## src/rtl/traffic_pkg.sv

```systemverilog
// Shared types and constants for the main/country road traffic-light sequencer.
package traffic_pkg;

    // Width of the seconds-remaining field driven to the countdown display.
    localparam int unsigned SEC_W = 5;

    // Phase encoding kept as plain 2-bit constants for compatibility with legacy users.
    typedef logic [1:0] state_t;
    localparam state_t ST_MG = 2'd0;
    localparam state_t ST_MY = 2'd1;
    localparam state_t ST_CG = 2'd2;
    localparam state_t ST_CY = 2'd3;

    // Lamp patterns, {R,Y,G}.
    localparam logic [2:0] LAMP_R = 3'b100;
    localparam logic [2:0] LAMP_Y = 3'b010;
    localparam logic [2:0] LAMP_G = 3'b001;

    // Everything that is decoded from the phase and registered alongside it.
    typedef struct packed {
        logic [2:0] main_l;
        logic [2:0] country_l;
        logic       cm;
        logic       cc;
    } lamps_t;

    // Phase -> lamp/indicator decode; unknown phases show the main-green pattern.
    function automatic lamps_t lamps_for(input state_t s);
        lamps_t l;
        case (s)
            ST_MY:   l = '{main_l: LAMP_Y, country_l: LAMP_R, cm: 1'b1, cc: 1'b0};
            ST_CG:   l = '{main_l: LAMP_R, country_l: LAMP_G, cm: 1'b0, cc: 1'b1};
            ST_CY:   l = '{main_l: LAMP_R, country_l: LAMP_Y, cm: 1'b0, cc: 1'b1};
            default: l = '{main_l: LAMP_G, country_l: LAMP_R, cm: 1'b1, cc: 1'b0};
        endcase
        return l;
    endfunction

endpackage

```

## src/rtl/sec_tick_gen.sv

```systemverilog
// Divides clk down to a one-cycle pulse every TICK_DIV cycles.
// tick is the registered pulse; wrap is the combinational "this edge produces
// a tick" enable so downstream state can change on the same edge tick rises.
module sec_tick_gen #(
    parameter int unsigned TICK_DIV = 100_000_000
) (
    input  logic clk,
    input  logic rst_n,
    output logic tick,
    output logic wrap
);

    localparam int unsigned CNT_W = (TICK_DIV > 1) ? $clog2(TICK_DIV) : 1;
    localparam logic [CNT_W-1:0] CNT_MAX = CNT_W'(TICK_DIV - 1);

    logic [CNT_W-1:0] cnt_q;
    logic [CNT_W-1:0] cnt_d;
    logic             tick_q;

    assign wrap = (cnt_q == CNT_MAX);

    // Next count: 0..TICK_DIV-1, wrapping.
    always_comb begin
        cnt_d = wrap ? '0 : cnt_q + CNT_W'(1);
    end

    // Counter and registered pulse, high for the cycle after the wrap value.
    always_ff @(posedge clk or negedge rst_n) begin
        if (!rst_n) begin
            cnt_q  <= '0;
            tick_q <= 1'b0;
        end else begin
            cnt_q  <= cnt_d;
            tick_q <= wrap;
        end
    end

    assign tick = tick_q;

endmodule

```

## src/rtl/traffic_light_fsm.sv

```systemverilog
// Main/country road light sequencer: steps MG -> MY -> CG -> CY once per second,
// counting down the seconds left in each phase for the display stage.
module traffic_light_fsm
    import traffic_pkg::*;
#(
    parameter int unsigned TICK_DIV = 100_000_000,
    parameter int unsigned T_MG     = 25,
    parameter int unsigned T_CG     = 15,
    parameter int unsigned T_Y      = 5
) (
    input  logic             clk,
    input  logic             rst_n,
    input  logic             car_country,
    output logic [2:0]       main_light,
    output logic [2:0]       country_light,
    output logic [SEC_W-1:0] light_time,
    output logic             cm,
    output logic             cc,
    output logic             tick
);

    localparam logic [SEC_W-1:0] SEC_MG = SEC_W'(T_MG);
    localparam logic [SEC_W-1:0] SEC_CG = SEC_W'(T_CG);
    localparam logic [SEC_W-1:0] SEC_Y  = SEC_W'(T_Y);
    localparam logic [SEC_W-1:0] SEC_1  = SEC_W'(1);

    logic             wrap;
    state_t           state_q;
    state_t           state_d;
    logic [SEC_W-1:0] light_time_q;
    logic [SEC_W-1:0] light_time_d;
    lamps_t           lamps_q;
    lamps_t           lamps_d;

    sec_tick_gen #(
        .TICK_DIV(TICK_DIV)
    ) u_tick (
        .clk  (clk),
        .rst_n(rst_n),
        .tick (tick),
        .wrap (wrap)
    );

    // Phase/countdown next state. Updates on the wrap edge so the change is
    // visible in the same cycle the registered tick is high. A zero countdown
    // is an unreachable state and recovers to main green immediately.
    always_comb begin
        state_d      = state_q;
        light_time_d = light_time_q;
        if (light_time_q == '0) begin
            state_d      = ST_MG;
            light_time_d = SEC_MG;
        end else if (wrap) begin
            if (light_time_q != SEC_1) begin
                light_time_d = light_time_q - SEC_1;
            end else begin
                case (state_q)
                    ST_MG: begin
                        if (car_country) begin
                            state_d      = ST_MY;
                            light_time_d = SEC_Y;
                        end else begin
                            light_time_d = SEC_MG;
                        end
                    end
                    ST_MY: begin
                        state_d      = ST_CG;
                        light_time_d = SEC_CG;
                    end
                    ST_CG: begin
                        state_d      = ST_CY;
                        light_time_d = SEC_Y;
                    end
                    ST_CY: begin
                        state_d      = ST_MG;
                        light_time_d = SEC_MG;
                    end
                    default: begin
                        state_d      = ST_MG;
                        light_time_d = SEC_MG;
                    end
                endcase
            end
        end
    end

    // Lamps are decoded from the next phase so they register together with it.
    always_comb begin
        lamps_d = lamps_for(state_d);
    end

    // Phase, countdown and lamp registers.
    always_ff @(posedge clk or negedge rst_n) begin
        if (!rst_n) begin
            state_q      <= ST_MG;
            light_time_q <= SEC_MG;
            lamps_q      <= lamps_for(ST_MG);
        end else begin
            state_q      <= state_d;
            light_time_q <= light_time_d;
            lamps_q      <= lamps_d;
        end
    end

    assign main_light    = lamps_q.main_l;
    assign country_light = lamps_q.country_l;
    assign cm            = lamps_q.cm;
    assign cc            = lamps_q.cc;
    assign light_time    = light_time_q;

endmodule

```

## config.mk

```make
export PLATFORM = sky130hd
export DESIGN_NAME = traffic_light_fsm
export DESIGN_NICKNAME = d
export VERILOG_FILES = /design/src/rtl/traffic_pkg.sv /design/src/rtl/sec_tick_gen.sv /design/src/rtl/traffic_light_fsm.sv
export SDC_FILE = /design/constraint.sdc
export NUM_CORES = 1
export LEC_CHECK = 0
export ABC_AREA = 1
export CORE_MARGIN = 4
export CORE_UTILIZATION = 42
export DETAILED_ROUTE_END_ITERATION = 7
export SLEW_MARGIN = 40
export SYNTH_ARGS = -nofsm -noshare
export SYNTH_HDL_FRONTEND = slang
export SYNTH_SLANG_ARGS = --single-unit
```

## constraint.sdc

```tcl
create_clock -name clk -period 1.9 [get_ports clk]
set_input_delay 0.38 -clock clk [delete_from_list [all_inputs] [get_ports clk]]
set_output_delay 0.38 -clock clk [all_outputs]
set_load 0.01 [all_outputs]
```

# After elaboration in Yosys (flattened, before gate mapping)
# Cells that the tools add are included.
# W data, S select, Z words.
[word_totals]
latchBits = 0
output_inout_bits = 14
register_bits = 43
romBits = 0
n_memories = 0
ramBits = 0
[op_classes]
n_eq_ne = 8
n_mul = 0
shift = 0
bitwise = 0
n_reduce_logical = 3
n_mux = 12
n_div = 0
order_cmp = 0
n_addsub = 2
[ops]
columns = ["operator", "count"]
rows = [
  ["$add A27 B1 Y27 const B", 1],
  ["$eq A27 B27 Y1 const B", 1],
  ["$mux W27", 1],
  ["$pmux W8 S3", 1],
  ["$mux W5", 4],
  ["$pmux W5 S4", 1],
  ["$eq A2 B2 Y1 const B", 4],
  ["$mux W2", 4],
  ["$pmux W2 S4", 1],
  ["$logic_not A5 Y1", 1],
  ["$ne A5 B1 Y1 const B", 1],
  ["$sub A5 B1 Y5 const B", 1],
  ["$eq A2 B1 Y1 const B", 2],
  ["$logic_not A2 Y1", 1],
  ["$reduce_bool A2 Y1", 1],
]

# Depth between registers and ports, before layout
# Gate-level depths: netlist of run 1.
[logic_depth]
depth_word = 7
depth_mapped = 11
ltp_nobuf = 11

# Hierarchy
# From an unflattened synthesis of run 1, not the netlist that was laid out.
[hier_totals]
hier_cells = 325
area_unflattened_um2 = 2481.1
[by_module_without_submodules]
columns = ["module", "n_inst", "area_each_um2", "cells_per_inst"]
rows = [
  ["sec_tick_gen", 1, 1649.1, 229],
  ["traffic_light_fsm", 1, 832.0, 96],
]

# Least setup slack after synthesis of run 1
# No wires, ideal clock.
[synth_path]
path_kind = "register -> register"
startpoint = "register state_q[1]"
endpoint = "register lamps_q (netlist bit country_light[0])"
setup_time_ns = 0.118
path_slack_ns = 0.355
t_required_ns = 1.782
path_buffers = 0
stages_incl_launch_ff = 10
arrival_time_ns = 1.427
cell_sequence = "dfrtp_1 -> inv_1 -> ha_1 -> or2_2 -> nand2_1 -> nand2_1 -> nand2_1 -> nand3_1 -> nand3_2 -> nor2_1"
[synth_lines]
columns = ["element", "line", "rtl"]
rows = [
  ["start, declared", "traffic_light_fsm.sv:28", "state_t state_q;"],
  ["start signal, assigned", "traffic_light_fsm.sv:99", "state_q <= state_d;"],
  ["end signal, assigned", "traffic_light_fsm.sv:97", "lamps_q <= lamps_for(ST_MG);"],
  ["end signal, assigned", "traffic_light_fsm.sv:101", "lamps_q <= lamps_d;"],
  ["end, declared", "traffic_light_fsm.sv:32", "lamps_t lamps_q;"],
]

# Worst setup path after layout of run 1
[layout_path]
startpoint = "register light_time_q[3], in the netlist light_time[3]"
endpoint = "output light_time[3]"
[layout_lines]
columns = ["element", "line", "rtl"]
rows = [
  ["start, declared", "traffic_light_fsm.sv:30", "logic [SEC_W-1:0] light_time_q;"],
  ["start signal, assigned", "traffic_light_fsm.sv:100", "light_time_q <= light_time_d;"],
  ["end, declared", "traffic_light_fsm.sv:16", "output logic [SEC_W-1:0] light_time,"],
]
# No word-level cell between the ends.

==> results.toml, run 1 <==
[synth]
yosysMostFrequentCell = "nand2_1"
synth_area_leaders = "dfrtp_1 36%, nand2_1 13%, nor2_1 8.0%, inv_1 7.7%, dfstp_2 5.2%"
synth_edf_count = 0
synthFlopType = "dfrtp_1"
ys_warn_count = 0
synthArstFlopShare_pct = 100
synth.distinct_cells = 28
yosys.area.top_type_share_pct = 35.6
yosys_register_bits = 41
synth_area_um2 = 2530
syn_nets = 356
post_synth.cell_area_avg_um2 = 7.33
synth.largest_area_cell = "dfrtp_1"
yosysSeqAreaShare_pct = 40.8
yosys-top-cells-count = "88 x nand2_1, 54 x nor2_1, 52 x inv_1, 36 x dfrtp_1, 22 x nand3_1"
syn_inst = 345

[worst_setup_path]
critPathRequiredTime_ns = 1.52
slowest_delay_ns = 0.58
cp_top_family = "flip-flops"
path_cells = "clkdlybuf4s50_1"
worst_path_max_delay_cell = "dfstp_2"
critPathArrivalTime_ns = 1.42
endpoint_kind = "output port"
setup.worst_path.class = "register to output port"
cp_max_fo = 5
startpoint_type = "register"
cp.buffers_inverters = 1

[clock_network]
clk_pin_slew_ns = 0.08
cts_root_buf = "clkbuf_8"
ctsHoldBuffers = 0
cts_buffer_depth = 2
cts_sinks = 41
htree_num_levels = 2
cts_tree = "built"
cts_made_buffers = 5
clock_latency_ns = 0.29
post_cts_buffers = 0
post_cts_resized = 0

[pwr]
pwr_density_cell_nw_per_um2 = 560
p_leak_nw = 1.51
power_mw = 1.62
ir_drop_v = 0.000281

[grt]
grt_start_max_net_pins = 26
grt_overflow_total = 0
track_usage_pct = 16.1
antenna_found_initial = 0
grt_pass1_vias = 2001
grt_pass1_wl_mm = 9.43

[cells_and_area]
drive_gt1_share_pct = 13.0
final_cells = 440
multi_input_area_um2 = 1250
area_delta_synth_final_pct = 14.5
antenna_cells = 0
fin_nets = 378
utilization_pct = 51.0
fill_cells = 583
seq_area_um2 = 1030
fin_area_um2 = 2900

[routing]
viasPerCell = 4.70
ant_nets = 0
drt-pass1-iter-count = 4
totalWireLength_mm = 5.32
drt_iter0_markers = 129
drt-wirelength-per-cell_um = 12.1
via_count = 2070
drc = 0

[sta]
finClkSkew_ns = 0.00458
timing.final.max_slew_violations = 0
setup_slack_ns = 0.101
whs_ns = 0.0156
min_period_ns = 1.80
fmax_ghz = 0.556
rsz0062_at_grt = "no"
max_slew_margin_pct = 70.9
tightest_slew_ns = 0.437
fin_tns_setup_ns = 0
finalCritPeriodShare_pct = 94.7
finalHoldViolations = 0
finalSetupViolCount = 0

[placed_design]
port_buffers = 16
postPlaceCellArea_um2 = 2780
pre_cts_slack_ns = 0.156
gp_congestion = 0.908
dp_cells = 432
place_hpwl_mm = 4.05

[die]
io_pins = 17
core_um2 = 5680
die_h_um = 85.6
fp.dieW_um = 85.6
start_util_pct = 44.6
row_count = 27
die_area_um2 = 7330

[worst_hold_path]
worstHoldPathType = "primary input to asynchronous set/reset pin"

[run_status]
status = "finished, final reports clean"

[job]
maxCapViolCount = 0
==> power by group <==
| group | switching [mW] | internal [mW] |
|---|---|---|
| clock network | 0.329 | 0.394 |
| logic | 0.0201 | 0.00738 |
| registers | 0 | 0.872 |
==> area by class of cell <==
class	count	area share [%]
Multi-Input combinational cell	242	43.1
Sequential cell	41	35.7
Inverter	59	7.82
Timing Repair Buffer	18	6.31
Tap cell	72	3.11
Clock buffer	5	2.38
Clock inverter	3	1.60
==> layout by cell type, fill, tap and decap left out, types with 2 or more instances in the layout <==
cell,count
a21oi_1,6
clkbuf_8,5
clkdlybuf4s50_1,15
dfrtp_1,36
dfstp_2,5
ha_1,8
inv_1,51
inv_2,7
nand2_1,88
nand2_2,7
nand2_4,3
nand3_1,22
nand4_1,4
nor2_1,54
nor2_2,3
nor2_4,5
nor3_1,9
o211ai_1,2
o21ai_0,11
o21ai_1,3
o21ai_2,2
xor2_1,10
==> state kept, by name, summed over array words and instances (netlist names) <==
name / flops
main_light: 2
cc: 1
u_tick.tick: 1
state_q: 2
light_time: 5
u_tick.cnt_q: 27
country_light: 2
cm: 1
==> final timing paths <==
path                                      start               to  slack [ns]  cells past startpoint
worst min-delay path                      rst_n  u_tick.cnt_q[2]        0.02                      1
max in group asynchronous                 rst_n               cm        1.33                      2
worst max-delay path              light_time[3]    light_time[3]        0.10                      1
worst max register to register       state_q[0]    main_light[1]        0.22                     10
worst min register to register  u_tick.cnt_q[0]  u_tick.cnt_q[0]        0.49                      1
min in group clk                u_tick.cnt_q[0]  u_tick.cnt_q[0]        0.49                      1
==> routing by layer <==
| layer | vias to the layer above | routed length [um] | global-route usage [%] |
|---|---|---|---|
| met4 | 0 | 42 | 4.32 |
| met3 | 4 | 235 | 4.42 |
| met2 | 43 | 2220 | 23.7 |
| met1 | 923 | 2810 | 23.2 |
| li1 | 1100 | - | - |
| met5 | - | 0 | 0 |
==> cell families after synthesis <==
group	count (synthesis)	synth area share [%]
adder cells (fa/ha/maj)	8	3.96
AO/OA/AOI/OAI	24	5.24
AND/OR/NAND/NOR	200	36.5
XOR/XNOR	10	3.46
buffers and inverters	62	9.99
flip-flops	41	40.8
No activity file was read; power rests on OpenSTA's default activity.
==> run 2: changes to the inputs <==
- RECOVER_POWER: unset -> 50
==> run 2 against run 1 <==
  * Utilization shrank 0.29 points
  * Critical path depth is the same
  * Sequential power is essentially flat
  * Sequential share of layout area grew 0.20 points
  * Wire length is essentially flat
  * Non-clock buffer count is the same
  * Critical path type unchanged
  * Largest cell class unchanged
  * Largest power group unchanged
==> results.toml, run 2 (synthesized netlist as in run 1, its figures left out) <==
[routing]
viasPerCell = 4.70
via_count = 2069
drt-wirelength-per-cell_um = 12.1
drt-pass1-iter-count = 4
totalWireLength_mm = 5.31
drt_iter0_markers = 127
drc = 0
ant_nets = 0

[clock_network]
htree_num_levels = 2
ctsHoldBuffers = 0
cts_buffer_depth = 2
cts_made_buffers = 5
cts_root_buf = "clkbuf_8"
cts_tree = "built"
clk_pin_slew_ns = 0.08
cts_sinks = 41
clock_latency_ns = 0.29

[cells_and_area]
fin_nets = 378
regMostFlops = "u_tick.cnt_q"
mostFrequentLayoutCell = "nand2_1"
drive_gt1_share_pct = 12.8
seq_area_um2 = 1030
multi_input_area_um2 = 1250
largest_register_ffs = 27
antenna_cells = 0
fill_cells = 586
mostFrequentLayoutCells = "88 x nand2_1, 54 x nor2_1, 51 x inv_1"
fin_area_um2 = 2880
area_delta_synth_final_pct = 13.9

[job]
maxCapViolCount = 0

[placed_design]
port_buffers = 16
gp_congestion = 0.908
place_hpwl_mm = 4.05
postPlaceCellArea_um2 = 2780

[worst_setup_path]
path_cells = "clkdlybuf4s50_1"
slowest_delay_ns = 0.58
setup.worst_path.class = "register to output port"
startpoint_type = "register"
critPathRequiredTime_ns = 1.52
cp_top_family = "flip-flops"
critPathArrivalTime_ns = 1.42
cp_max_fo = 5
cp.buffers_inverters = 1
worst_path_max_delay_cell = "dfstp_2"
endpoint_kind = "output port"

[sta]
min_period_ns = 1.80
max_slew_margin_pct = 36.3
whs_ns = 0.206
tightest_slew_ns = 0.955
finalCritPeriodShare_pct = 94.7
finalHoldViolations = 0
timing.final.max_slew_violations = 0
rsz0062_at_grt = "no"
finClkSkew_ns = 0.00460
fin_tns_setup_ns = 0
fmax_ghz = 0.556
finalSetupViolCount = 0

[pwr]
power_frac_comb_pct = 1.4
p_leak_nw = 1.50
p_switching_mw = 0.349
seq_power_share_pct = 53.9
ir_drop_v = 0.000281
clkPwrFrac_pct = 44.7
pwr_density_cell_nw_per_um2 = 562
sw_frac_of_total_pct = 21.5
p_int_mw = 1.27

[die]
die_area_um2 = 7330
io_pins = 17
fp.dieW_um = 85.6
core_um2 = 5680
row_count = 27
die_h_um = 85.6
start_util_pct = 44.6

[grt]
grt_pass1_vias = 2001
track_usage_pct = 16.1
antenna_found_initial = 0
grt_overflow_total = 0
grt_start_max_net_pins = 26
grt_pass1_wl_mm = 9.43

[run_status]
status = "finished, final reports clean"

[worst_hold_path]
worstHoldPathType = "primary input to asynchronous set/reset pin"
## run 2: cell type report
cell class                      instances  area share (%)
Tap cell                               72            3.13
Multi-Input combinational cell        242            43.4
Sequential cell                        41            35.9
Clock inverter                          3            1.61
Clock buffer                            5            2.39
Inverter                               59            7.87
Timing Repair Buffer                   18            5.78
## run 2: stage by stage
| step | util (%) | std cells | setup slack (ns) | power, mW |
|---|---|---|---|---|
| after floorplan | - | 345 | 0.355 | 0.892 |
| after global placement | 48.9 | 432 | 0.217 | 0.919 |
| after detailed placement | 48.9 | 432 | 0.156 | 0.919 |
| after CTS | 50.9 | 440 | 0.0831 | 1.65 |
| after global routing | 50.7 | 440 | 0.0355 | 1.70 |
| final | 50.7 | 440 | 0.101 | 1.62 |
## run 2: what timing repair did
action	in CTS	in global routing
setup buffers	0	0
endpoints found under the setup margin	0	3
resized for setup	0	2
## run 2: routing by layer
metal | part of all wire (%) | vias to the layer above | routed length, um | GRT usage (%)
met5 | 0 | - | 0 | 0
met4 | 0.79 | 0 | 42 | 4.32
met3 | 4.4 | 4 | 234 | 4.42
met2 | 42 | 43 | 2230 | 23.7
met1 | 53 | 921 | 2810 | 23.2
li1 | - | 1101 | - | -
## run 2: path summary, 6_finish.rpt
check	endpoint	depth (start not counted)	start	slack (ns)
max	light_time[3]	1	light_time[3]	0.10
min	u_tick.cnt_q[2]	1	rst_n	0.21
max reg2reg	main_light[1]	10	state_q[0]	0.22
min reg2reg	u_tick.cnt_q[0]	1	u_tick.cnt_q[0]	0.49
max in group asynchronous	state_q[1]	2	rst_n	0.55
min in group clk	u_tick.cnt_q[0]	1	u_tick.cnt_q[0]	0.49
## run 2: power groups by stage
stage | Combinational [mW] | Clock (mW) | Sequential [mW]
5_1_grt | 0.0284 | 0.797 | 0.873
3_5_place_dp | 0.0294 | 0 | 0.889
6_report | 0.0230 | 0.723 | 0.872
2_1_floorplan | 0.00225 | 0 | 0.889
4_1_cts | 0.0295 | 0.746 | 0.872
3_3_place_gp | 0.0293 | 0 | 0.889
==> run 3: changes to the inputs <==
- CORE_ASPECT_RATIO: unset -> 0.9
- CORE_UTILIZATION: 42 -> 59
- PLACE_DENSITY: unset -> 0.8
==> run 3 against run 2 <==
  * Global-route usage increased by 5.4 points
  * Clock-buffer cell count increased by 1
  * Register-to-register slack got worse by 0.03 ns
  * Wire length decreased by 1.0%
  * Critical path type unchanged
  * Critical endpoint unchanged
  * Largest cell class unchanged
==> results.toml, run 3 (synthesized netlist as in run 1, its figures left out) <==
[worst_setup_path]
startpoint_type = "register"
cp.buffers_inverters = 1
cp_top_family = "flip-flops"
cp_max_fo = 5
critPathRequiredTime_ns = 1.52
slowest_delay_ns = 0.59
setup.worst_path.class = "register to output port"
worst_path_max_delay_cell = "dfstp_2"
critPathArrivalTime_ns = 1.43
endpoint_kind = "output port"
path_cells = "clkdlybuf4s50_1"
r2r_setup_slack_ns = 0.19

[pwr]
p_leak_nw = 1.51
power_mw = 1.63
pwr_density_cell_nw_per_um2 = 569
ir_drop_v = 0.000469

[routing]
ant_nets = 0
totalWireLength_mm = 5.26
drt-wirelength-per-cell_um = 12.5
via_count = 2127
drc = 0
viasPerCell = 5.08
drt_iter0_markers = 126
drt-pass1-iter-count = 4

[sta]
finalSetupViolCount = 0
finalCritPeriodShare_pct = 95.3
min_period_ns = 1.81
finClkSkew_ns = 0.00439
setup_slack_ns = 0.0887
whs_ns = 0.244
finalHoldViolations = 0
tightest_slew_ns = 1.05
fin_tns_setup_ns = 0
fmax_ghz = 0.552
timing.final.max_slew_violations = 0
max_slew_margin_pct = 30.1
rsz0062_at_grt = "no"

[die]
row_count = 22
io_pins = 17
start_util_pct = 61.7
die_area_um2 = 5400
fp.dieW_um = 77.0
die_h_um = 70.1
core_um2 = 4100

[run_status]
status = "finished, final reports clean"

[worst_hold_path]
worstHoldPathType = "primary input to asynchronous set/reset pin"

[cells_and_area]
fill_cells = 332
fin_nets = 381
mostFrequentLayoutCell = "nand2_1"
fin_area_um2 = 2870
utilization_pct = 70.0
regMostFlops = "u_tick.cnt_q"
antenna_cells = 0
area_delta_synth_final_pct = 13.6
final_cells = 419
mostFrequentLayoutCells = "88 x nand2_1, 54 x nor2_1, 52 x inv_1"
drive_gt1_share_pct = 12.7
largest_register_ffs = 27

[clock_network]
ctsHoldBuffers = 0
htree_num_levels = 2
clock_latency_ns = 0.30
clk_pin_slew_ns = 0.08
post_cts_buffers = 0
cts_sinks = 41
cts_made_buffers = 5
cts_buffer_depth = 2
cts_root_buf = "clkbuf_8"
post_cts_resized = 0
cts_tree = "built"

[placed_design]
postPlaceCellArea_um2 = 2760
port_buffers = 16
dp_cells = 411
place_hpwl_mm = 4.11
gp_congestion = 0.900
pre_cts_slack_ns = 0.142

[grt]
track_usage_pct = 21.5
grt_pass1_vias = 2127
antenna_found_initial = 0
grt_overflow_total = 0
grt_pass1_wl_mm = 9.40
grt_start_max_net_pins = 20

[job]
maxCapViolCount = 0
run 3: changes by cell type in the layout (fill, tap and decap cells not counted), sizes merged:
cell / delta
clkinv: -1
clkbuf: +2
buf: +2
run 3: worst paths after layout:
path,end,cells after the start,start
min in group clk,u_tick.cnt_q[0],1,u_tick.cnt_q[0]
max in group asynchronous,u_tick.cnt_q[5],2,rst_n
max reg2reg,main_light[1],10,state_q[1]
min,u_tick.cnt_q[8],1,rst_n
min reg2reg,u_tick.cnt_q[0],1,u_tick.cnt_q[0]
max,light_time[3],1,light_time[3]
run 3: metal layers:
layer	up-vias	share of wire (%)	track usage (%)	wire length, um
met3	10	4.2	4.25	220
met2	47	47	35.6	2490
met1	959	47	28.7	2470
met4	0	1.4	6.52	76
met5	-	0	0	0
li1	1111	-	-	-
run 3: cell type report:
type / instances / area [um^2] / area share [%]
Multi-Input combinational cell: 242 / 1250 / 43.5
Clock buffer: 6 / 82.6 / 2.88
Timing Repair Buffer: 21 / 184 / 6.41
Clock inverter: 2 / 37.5 / 1.31
Sequential cell: 41 / 1030 / 35.9
Inverter: 59 / 226 / 7.89
Tap cell: 48 / 60.1 / 2.09
run 3: power breakdown:
part	switching (mW)	internal, mW
Clock	0.312	0.427
Sequential	0	0.872
Combinational	0.0193	0.00385
